File: config.mk
export PLATFORM = sky130hd
export DESIGN_NAME = qos_requester
export DESIGN_NICKNAME = d
export VERILOG_FILES = /design/src/rtl/qos_pkg.sv /design/src/rtl/qos_req_mux.sv /design/src/rtl/qos_requester.sv
export SDC_FILE = /design/constraint.sdc
export NUM_CORES = 1
export LEC_CHECK = 0
export BUFFER_PORTS_ARGS = -buffer_cell sky130_fd_sc_hd__buf_2
export CAP_MARGIN = 20
export CORE_ASPECT_RATIO = 1.5
export CORE_MARGIN = 10
export CORE_UTILIZATION = 40
export CTS_CLUSTER_DIAMETER = 60
export CTS_CLUSTER_SIZE = 24
export DETAILED_ROUTE_END_ITERATION = 6
export HOLD_SLACK_MARGIN = 0.05
export PLACE_DENSITY = 0.63
export SLEW_MARGIN = 5
export SYNTH_ARGS = -nofsm -noshare
export SYNTH_HDL_FRONTEND = slang
export SYNTH_SLANG_ARGS = --single-unit
File: constraint.sdc
create_clock -name sys_clk -period 3.5 [get_ports sys_clk]
set_input_delay 0.35 -clock sys_clk [delete_from_list [all_inputs] [get_ports sys_clk]]
set_output_delay 0.35 -clock sys_clk [all_outputs]
set_load 0.03 [all_outputs]
File: src/rtl/qos_pkg.sv
// qos_pkg: shared channel count, FSM encodings, counter width and grant decode helpers
package qos_pkg;
   localparam int NUM_CH    = 4;
   localparam int QOS_IDX_W = $clog2(NUM_CH);
   localparam int QOS_CNT_W = 32;
   typedef enum logic [1:0] {
      QOS_REQ_IDLE     = 2'd0,
      QOS_REQ_ISSUE    = 2'd1,
      QOS_REQ_WAIT_RSP = 2'd2,
      QOS_REQ_DONE     = 2'd3
   } qos_req_state_e;
   function automatic logic [QOS_IDX_W-1:0] onehot_to_idx(input logic [NUM_CH-1:0] oh);
      logic [QOS_IDX_W-1:0] idx;
      idx = '0;
      for (int i = 0; i < NUM_CH; i++)
         if (oh[i]) idx = QOS_IDX_W'(i);
      return idx;
   endfunction
   function automatic logic is_onehot(input logic [NUM_CH-1:0] oh);
      return (oh != '0) && ((oh & (oh - 1'b1)) == '0);
   endfunction
endpackage

File: src/rtl/qos_req_mux.sv
// qos_req_mux: selects one channel's we/addr/wdata out of the flattened request ports
module qos_req_mux
   import qos_pkg::*;
#(
   parameter int NUM_CH = 4,
   parameter int ADDR_W = 32,
   parameter int DATA_W = 32
) (
   input  logic [QOS_IDX_W-1:0]     i_sel,
   input  logic [NUM_CH-1:0]        i_we,
   input  logic [NUM_CH*ADDR_W-1:0] i_addr,
   input  logic [NUM_CH*DATA_W-1:0] i_wdata,
   output logic                     o_we,
   output logic [ADDR_W-1:0]        o_addr,
   output logic [DATA_W-1:0]        o_wdata
);
   assign o_we    = i_we[i_sel];
   assign o_addr  = i_addr[i_sel*ADDR_W +: ADDR_W];
   assign o_wdata = i_wdata[i_sel*DATA_W +: DATA_W];
endmodule

File: src/rtl/qos_requester.sv
// qos_requester: serves the QoS manager's granted channel with one memory command; optional QOS_REQ_TIMEOUT_EN adds a response timeout and timeout_err
module qos_requester
   import qos_pkg::*;
#(
   parameter int NUM_CH         = 4,
   parameter int ADDR_W         = 32,
   parameter int DATA_W         = 32,
   parameter int TIMEOUT_CYCLES = 256
) (
   input  logic                     sys_clk,
   input  logic                     sys_rst,
   input  logic [NUM_CH-1:0]        grant,
   output logic                     request_completed,
   input  logic [NUM_CH-1:0]        req_valid,
   output logic [NUM_CH-1:0]        req_ready,
   input  logic [NUM_CH-1:0]        req_we,
   input  logic [NUM_CH*ADDR_W-1:0] req_addr,
   input  logic [NUM_CH*DATA_W-1:0] req_wdata,
   output logic                     mem_cmd_valid,
   input  logic                     mem_cmd_ready,
   output logic                     mem_cmd_we,
   output logic [ADDR_W-1:0]        mem_cmd_addr,
   output logic [DATA_W-1:0]        mem_cmd_wdata,
   input  logic                     mem_rsp_valid,
   input  logic [DATA_W-1:0]        mem_rsp_rdata,
   output logic [NUM_CH-1:0]        rsp_valid,
   output logic [DATA_W-1:0]        rsp_rdata,
   input  logic [1:0]               cnt_sel,
   output logic [QOS_CNT_W-1:0]     cnt_value
`ifdef QOS_REQ_TIMEOUT_EN
   ,
   output logic                     timeout_err
`endif
);
   localparam logic [NUM_CH-1:0] ONE = NUM_CH'(1);
   qos_req_state_e                    r_state, w_next;
   logic [QOS_IDX_W-1:0]              r_ch, w_gidx;
   logic                              r_we, w_we;
   logic [ADDR_W-1:0]                 r_addr, w_addr;
   logic [DATA_W-1:0]                 r_wdata, w_wdata, r_rsp_rdata;
   logic [NUM_CH-1:0]                 r_rsp_valid;
   logic                              r_completed;
   logic [NUM_CH-1:0][QOS_CNT_W-1:0]  r_cnt;
   logic                              w_gok, w_accept, w_skip, w_rsp, w_tmo;
   assign w_gidx   = onehot_to_idx(grant);
   // r_completed doubles as the settle cycle: the manager still shows the old grant then
   assign w_gok    = (r_state == QOS_REQ_IDLE) && !r_completed && is_onehot(grant);
   assign w_accept = w_gok && req_valid[w_gidx];
   assign w_skip   = w_gok && !req_valid[w_gidx];
   assign w_rsp    = (r_state == QOS_REQ_WAIT_RSP) && mem_rsp_valid;
   qos_req_mux #(
      .NUM_CH (NUM_CH),
      .ADDR_W (ADDR_W),
      .DATA_W (DATA_W)
   ) u_mux (
      .i_sel   (w_gidx),
      .i_we    (req_we),
      .i_addr  (req_addr),
      .i_wdata (req_wdata),
      .o_we    (w_we),
      .o_addr  (w_addr),
      .o_wdata (w_wdata)
   );
   // next-state and handshake outputs
   always_comb begin
      w_next        = r_state;
      req_ready     = w_accept ? (ONE << w_gidx) : '0;
      mem_cmd_valid = (r_state == QOS_REQ_ISSUE);
      unique case (r_state)
         QOS_REQ_IDLE:     w_next = w_accept ? QOS_REQ_ISSUE : QOS_REQ_IDLE;
         QOS_REQ_ISSUE:    w_next = mem_cmd_ready ? QOS_REQ_WAIT_RSP : QOS_REQ_ISSUE;
         QOS_REQ_WAIT_RSP: w_next = (w_rsp || w_tmo) ? QOS_REQ_DONE : QOS_REQ_WAIT_RSP;
         QOS_REQ_DONE:     w_next = QOS_REQ_IDLE;
         default:          w_next = QOS_REQ_IDLE;
      endcase
   end
   // state register and completion pulse toward the manager
   always_ff @(posedge sys_clk) begin
      if (sys_rst) begin
         r_state     <= QOS_REQ_IDLE;
         r_completed <= 1'b0;
      end else begin
         r_state     <= w_next;
         r_completed <= w_skip || (r_state == QOS_REQ_DONE);
      end
   end
   // latch the accepted channel's command so later grant/input changes cannot disturb it
   always_ff @(posedge sys_clk) begin
      if (sys_rst) begin
         r_ch    <= '0;
         r_we    <= 1'b0;
         r_addr  <= '0;
         r_wdata <= '0;
      end else if (w_accept) begin
         r_ch    <= w_gidx;
         r_we    <= w_we;
         r_addr  <= w_addr;
         r_wdata <= w_wdata;
      end
   end
   // route the response (or a timeout abort with zero data) back to the owning channel
   always_ff @(posedge sys_clk) begin
      if (sys_rst) begin
         r_rsp_valid <= '0;
         r_rsp_rdata <= '0;
      end else begin
         r_rsp_valid <= (w_rsp || w_tmo) ? (ONE << r_ch) : '0;
         if (w_rsp)
            r_rsp_rdata <= mem_rsp_rdata;
         else if (w_tmo)
            r_rsp_rdata <= '0;
      end
   end
   // per-channel completion counters, wrapping naturally at 2^32
   always_ff @(posedge sys_clk) begin
      if (sys_rst)
         r_cnt <= '0;
      else if (w_rsp)
         r_cnt[r_ch] <= r_cnt[r_ch] + 1'b1;
   end
`ifdef QOS_REQ_TIMEOUT_EN
   localparam int TMO_W = $clog2(TIMEOUT_CYCLES + 1);
   logic [TMO_W-1:0] r_tmo;
   logic             r_timeout_err;
   assign w_tmo = (r_state == QOS_REQ_WAIT_RSP) && !mem_rsp_valid &&
                  (r_tmo == TMO_W'(TIMEOUT_CYCLES - 1));
   // count cycles spent waiting for a response; error flag is sticky until reset
   always_ff @(posedge sys_clk) begin
      if (sys_rst) begin
         r_tmo         <= '0;
         r_timeout_err <= 1'b0;
      end else begin
         r_tmo <= (r_state == QOS_REQ_WAIT_RSP) ? r_tmo + 1'b1 : '0;
         if (w_tmo)
            r_timeout_err <= 1'b1;
      end
   end
   assign timeout_err = r_timeout_err;
`else
   assign w_tmo = 1'b0;
`endif
   assign request_completed = r_completed;
   assign mem_cmd_we        = r_we;
   assign mem_cmd_addr      = r_addr;
   assign mem_cmd_wdata     = r_wdata;
   assign rsp_valid         = r_rsp_valid;
   assign rsp_rdata         = r_rsp_rdata;
   assign cnt_value         = r_cnt[cnt_sel];
endmodule

==> impl_metrics.json <==
{
  "start_util": 0.404,
  "wl_per_cell_um": 20.3,
  "antenna_left": 0,
  "synth_seq_cells": 234,
  "port-buffer-count": 444,
  "drt_iter0_markers": 683,
  "synth_top_area_share": 0.385,
  "critPathMaxFanout": 13,
  "end_kind": "register",
  "synth_common_cells": "nor2_1 (339), dfxtp_1 (234), a21oi_1 (178), a211oi_1 (175), clkbuf_1 (105)",
  "slew_headroom": 0.358,
  "cts_hold_buffers": 0,
  "grt_pass1_vias": 11600,
  "ir_worst_vdd_mv": 0.243,
  "finalSetupViolCount": 0,
  "synthTopCellsByArea": "dfxtp_1 (38%), a211oi_1 (11%), mux4_2 (11%)",
  "cts_buffer_depth": 3,
  "rr_worst_depth": 7,
  "clock_latency_ns": 0.50,
  "first_pass_iters": 5,
  "syn_area_mm2": 0.0122,
  "avgViaCountPerCell": 5.39,
  "fin_setup_tns_ns": 0,
  "dp_hpwl_um": 33700,
  "die_w_um": 162,
  "p_total_uw": 5970,
  "synth_fp_nets": 1713,
  "power.leakage_uw": 0.00616,
  "ctsResizeCount": 0,
  "synth_edf_count": 0,
  "synthFlopType": "dfxtp_1",
  "holdWs_ns": 0.0749,
  "die_y_um": 234,
  "syn_inst": 1406,
  "dp_slack_ns": 0.697,
  "cts_buffers": 16,
  "crit_type": "register to register",
  "clockRootBuffer": "clkbuf_16",
  "crit_path_start_kind": "register",
  "maxSlewViolCount": 0,
  "worst_slew_pin_slew_ns": 0.963,
  "cts_max_level": 1,
  "area_growth_pct": 25.0,
  "pwr_density_cell_mw_per_mm2": 392,
  "yosys_warnings": 0,
  "grt_usage": 0.220,
  "routed_wl_um": 44000,
  "drv_cap": 0,
  "worstHoldPathCells": 3,
  "cp.arrival_ns": 3.21,
  "timing.fmax_mhz": 356,
  "outcome": "complete, no violations",
  "period_share": 0.804,
  "fin_ws_ns": 0.687,
  "period_needed_ns": 2.81,
  "synth.distinct_cells": 50,
  "fin_skew_ns": 0.0306,
  "async_reset_ff_frac": 0,
  "hold_viol_final": 0,
  "cp.required_ns": 3.89,
  "io_pins": 445,
  "grt_max_degree": 94,
  "drive_gt1_frac": 0.327,
  "die-area_mm2": 0.0380,
  "post_cts_buffers": 0,
  "synth.most_common_cell": "nor2_1",
  "rows": 78,
  "rsz0062_at_grt": "no",
  "yosysTopAreaCell": "dfxtp_1",
  "holdCritPathClass": "input pin to register",
  "syn_avg_cell_area_um2": 8.66,
  "path_clk_slew_ns": 0.10,
  "gr-total-overflow": 0,
  "layout.nets": 2072,
  "core_mm2": 0.0302,
  "drc": 0,
  "antenna_found_initial": 3,
  "vias": 11700,
  "clock-sinks": 234,
  "synth-seq-area-share": 0.385,
  "routabilityCongestion": 0.914,
  "grt_pass1_wl_um": 66500,
  "tritoncts": "built"
}
==> area by class of cell <==
type | instances | area, um^2
tap | 400 | 500
inverter | 7 | 26.3
sequential | 234 | 4690
timing repair buffer | 471 | 2510
antenna | 2 | 5.00
multi-input combinational | 1035 | 6960
clock inverter | 8 | 106
clock buffer | 18 | 429
fill | 2888 | 14900
==> where the power goes <==
part	leakage (uW)	switching (uW)	internal [uW]
Clock	0.000263	1020	998
Sequential	0.00190	67.9	2760
Combinational	0.00400	693	439
Total	0.00616	1780	4200
==> critical path: stages, from the launching register on <==
cell      delay, ns
dfxtp_2        0.54
buf_4          0.30
mux4_1         0.65
and2_1         0.24
nand3_1        0.31
nor3_2         0.12
a21bo_2        0.27
a311oi_1       0.27
==> worst paths after layout <==
path	from	end	slack, ns
worst max register to register	r_ch[0]$_SDFFE_PP0P_	r_cnt[28]$_SDFFE_PP0P_	0.69
worst max-delay path	r_ch[0]$_SDFFE_PP0P_	r_cnt[28]$_SDFFE_PP0P_	0.69
worst min-delay path	mem_rsp_rdata[29]	rsp_rdata[29]$_SDFFE_PP0P_	0.07
worst min register to register	rsp_rdata[26]$_SDFFE_PP0P_	rsp_rdata[26]$_SDFFE_PP0P_	0.46
==> per-layer routing <==
metal	GRT usage	wire length, um	vias to the layer above
li1	-	-	5789
met1	0.250	16700	5480
met2	0.396	22700	421
met3	0.0646	3830	38
met4	0.0513	816	2
met5	0	18	-
==> cell usage in the layout, fill, tap and decap left out, types with 3 or more instances in the layout <==
master | Yosys | layout
mux4_2 | 58 | 58
nor4_2 | 6 | 6
nor2_1 | 339 | 339
a21oi_1 | 178 | 178
xnor2_1 | 25 | 25
nor3b_1 | 4 | 3
mux2i_1 | 71 | 71
xor2_1 | 3 | 3
a211oi_1 | 175 | 175
nor4_1 | 3 | 3
a311oi_1 | 4 | 4
buf_4 | 0 | 24
buf_12 | 1 | 6
inv_1 | 7 | 7
nand3_1 | 9 | 9
clkbuf_16 | 0 | 17
nand3b_1 | 4 | 4
and4_1 | 4 | 4
nor2b_1 | 4 | 3
nand2_1 | 87 | 87
mux4_1 | 6 | 6
dfxtp_1 | 234 | 232
buf_2 | 6 | 440
nor3_1 | 18 | 17
and2_1 | 7 | 6
==> state kept, by name, indices dropped and copies added (netlist names) <==
register / count
r_cnt: 128
mem_cmd_wdata: 32
rsp_valid: 4
request_completed: 1
mem_cmd_addr: 32
r_ch: 2
mem_cmd_we: 1
r_state: 2
rsp_rdata: 32
==> metrics by stage <==
stage               area (um^2)  cells   util
floorplan                 12200   1406      -
global placement          14700   2147  0.487
detailed placement        14700   2147  0.487
CTS                       15200   2173  0.505
global route              15200   2174  0.505
finish                    15200   2175  0.505
==> cell families (layout without fill, tap and decap cells) <==
logic type / after synthesis / count (layout) / share of synthesized area
and+or+nand+nor: 504 / 504 / 0.179
AOI/OAI and AO/OA: 366 / 366 / 0.189
DFF: 234 / 234 / 0.385
buffers and inverters: 137 / 504 / 0.0460
muxes: 136 / 136 / 0.179
xor gates and xnor gates: 28 / 28 / 0.0201
adders and majority gates: 1 / 1 / 0.00103
other: 0 / 2 / 0
No activity file was read; power rests on OpenSTA's default activity.
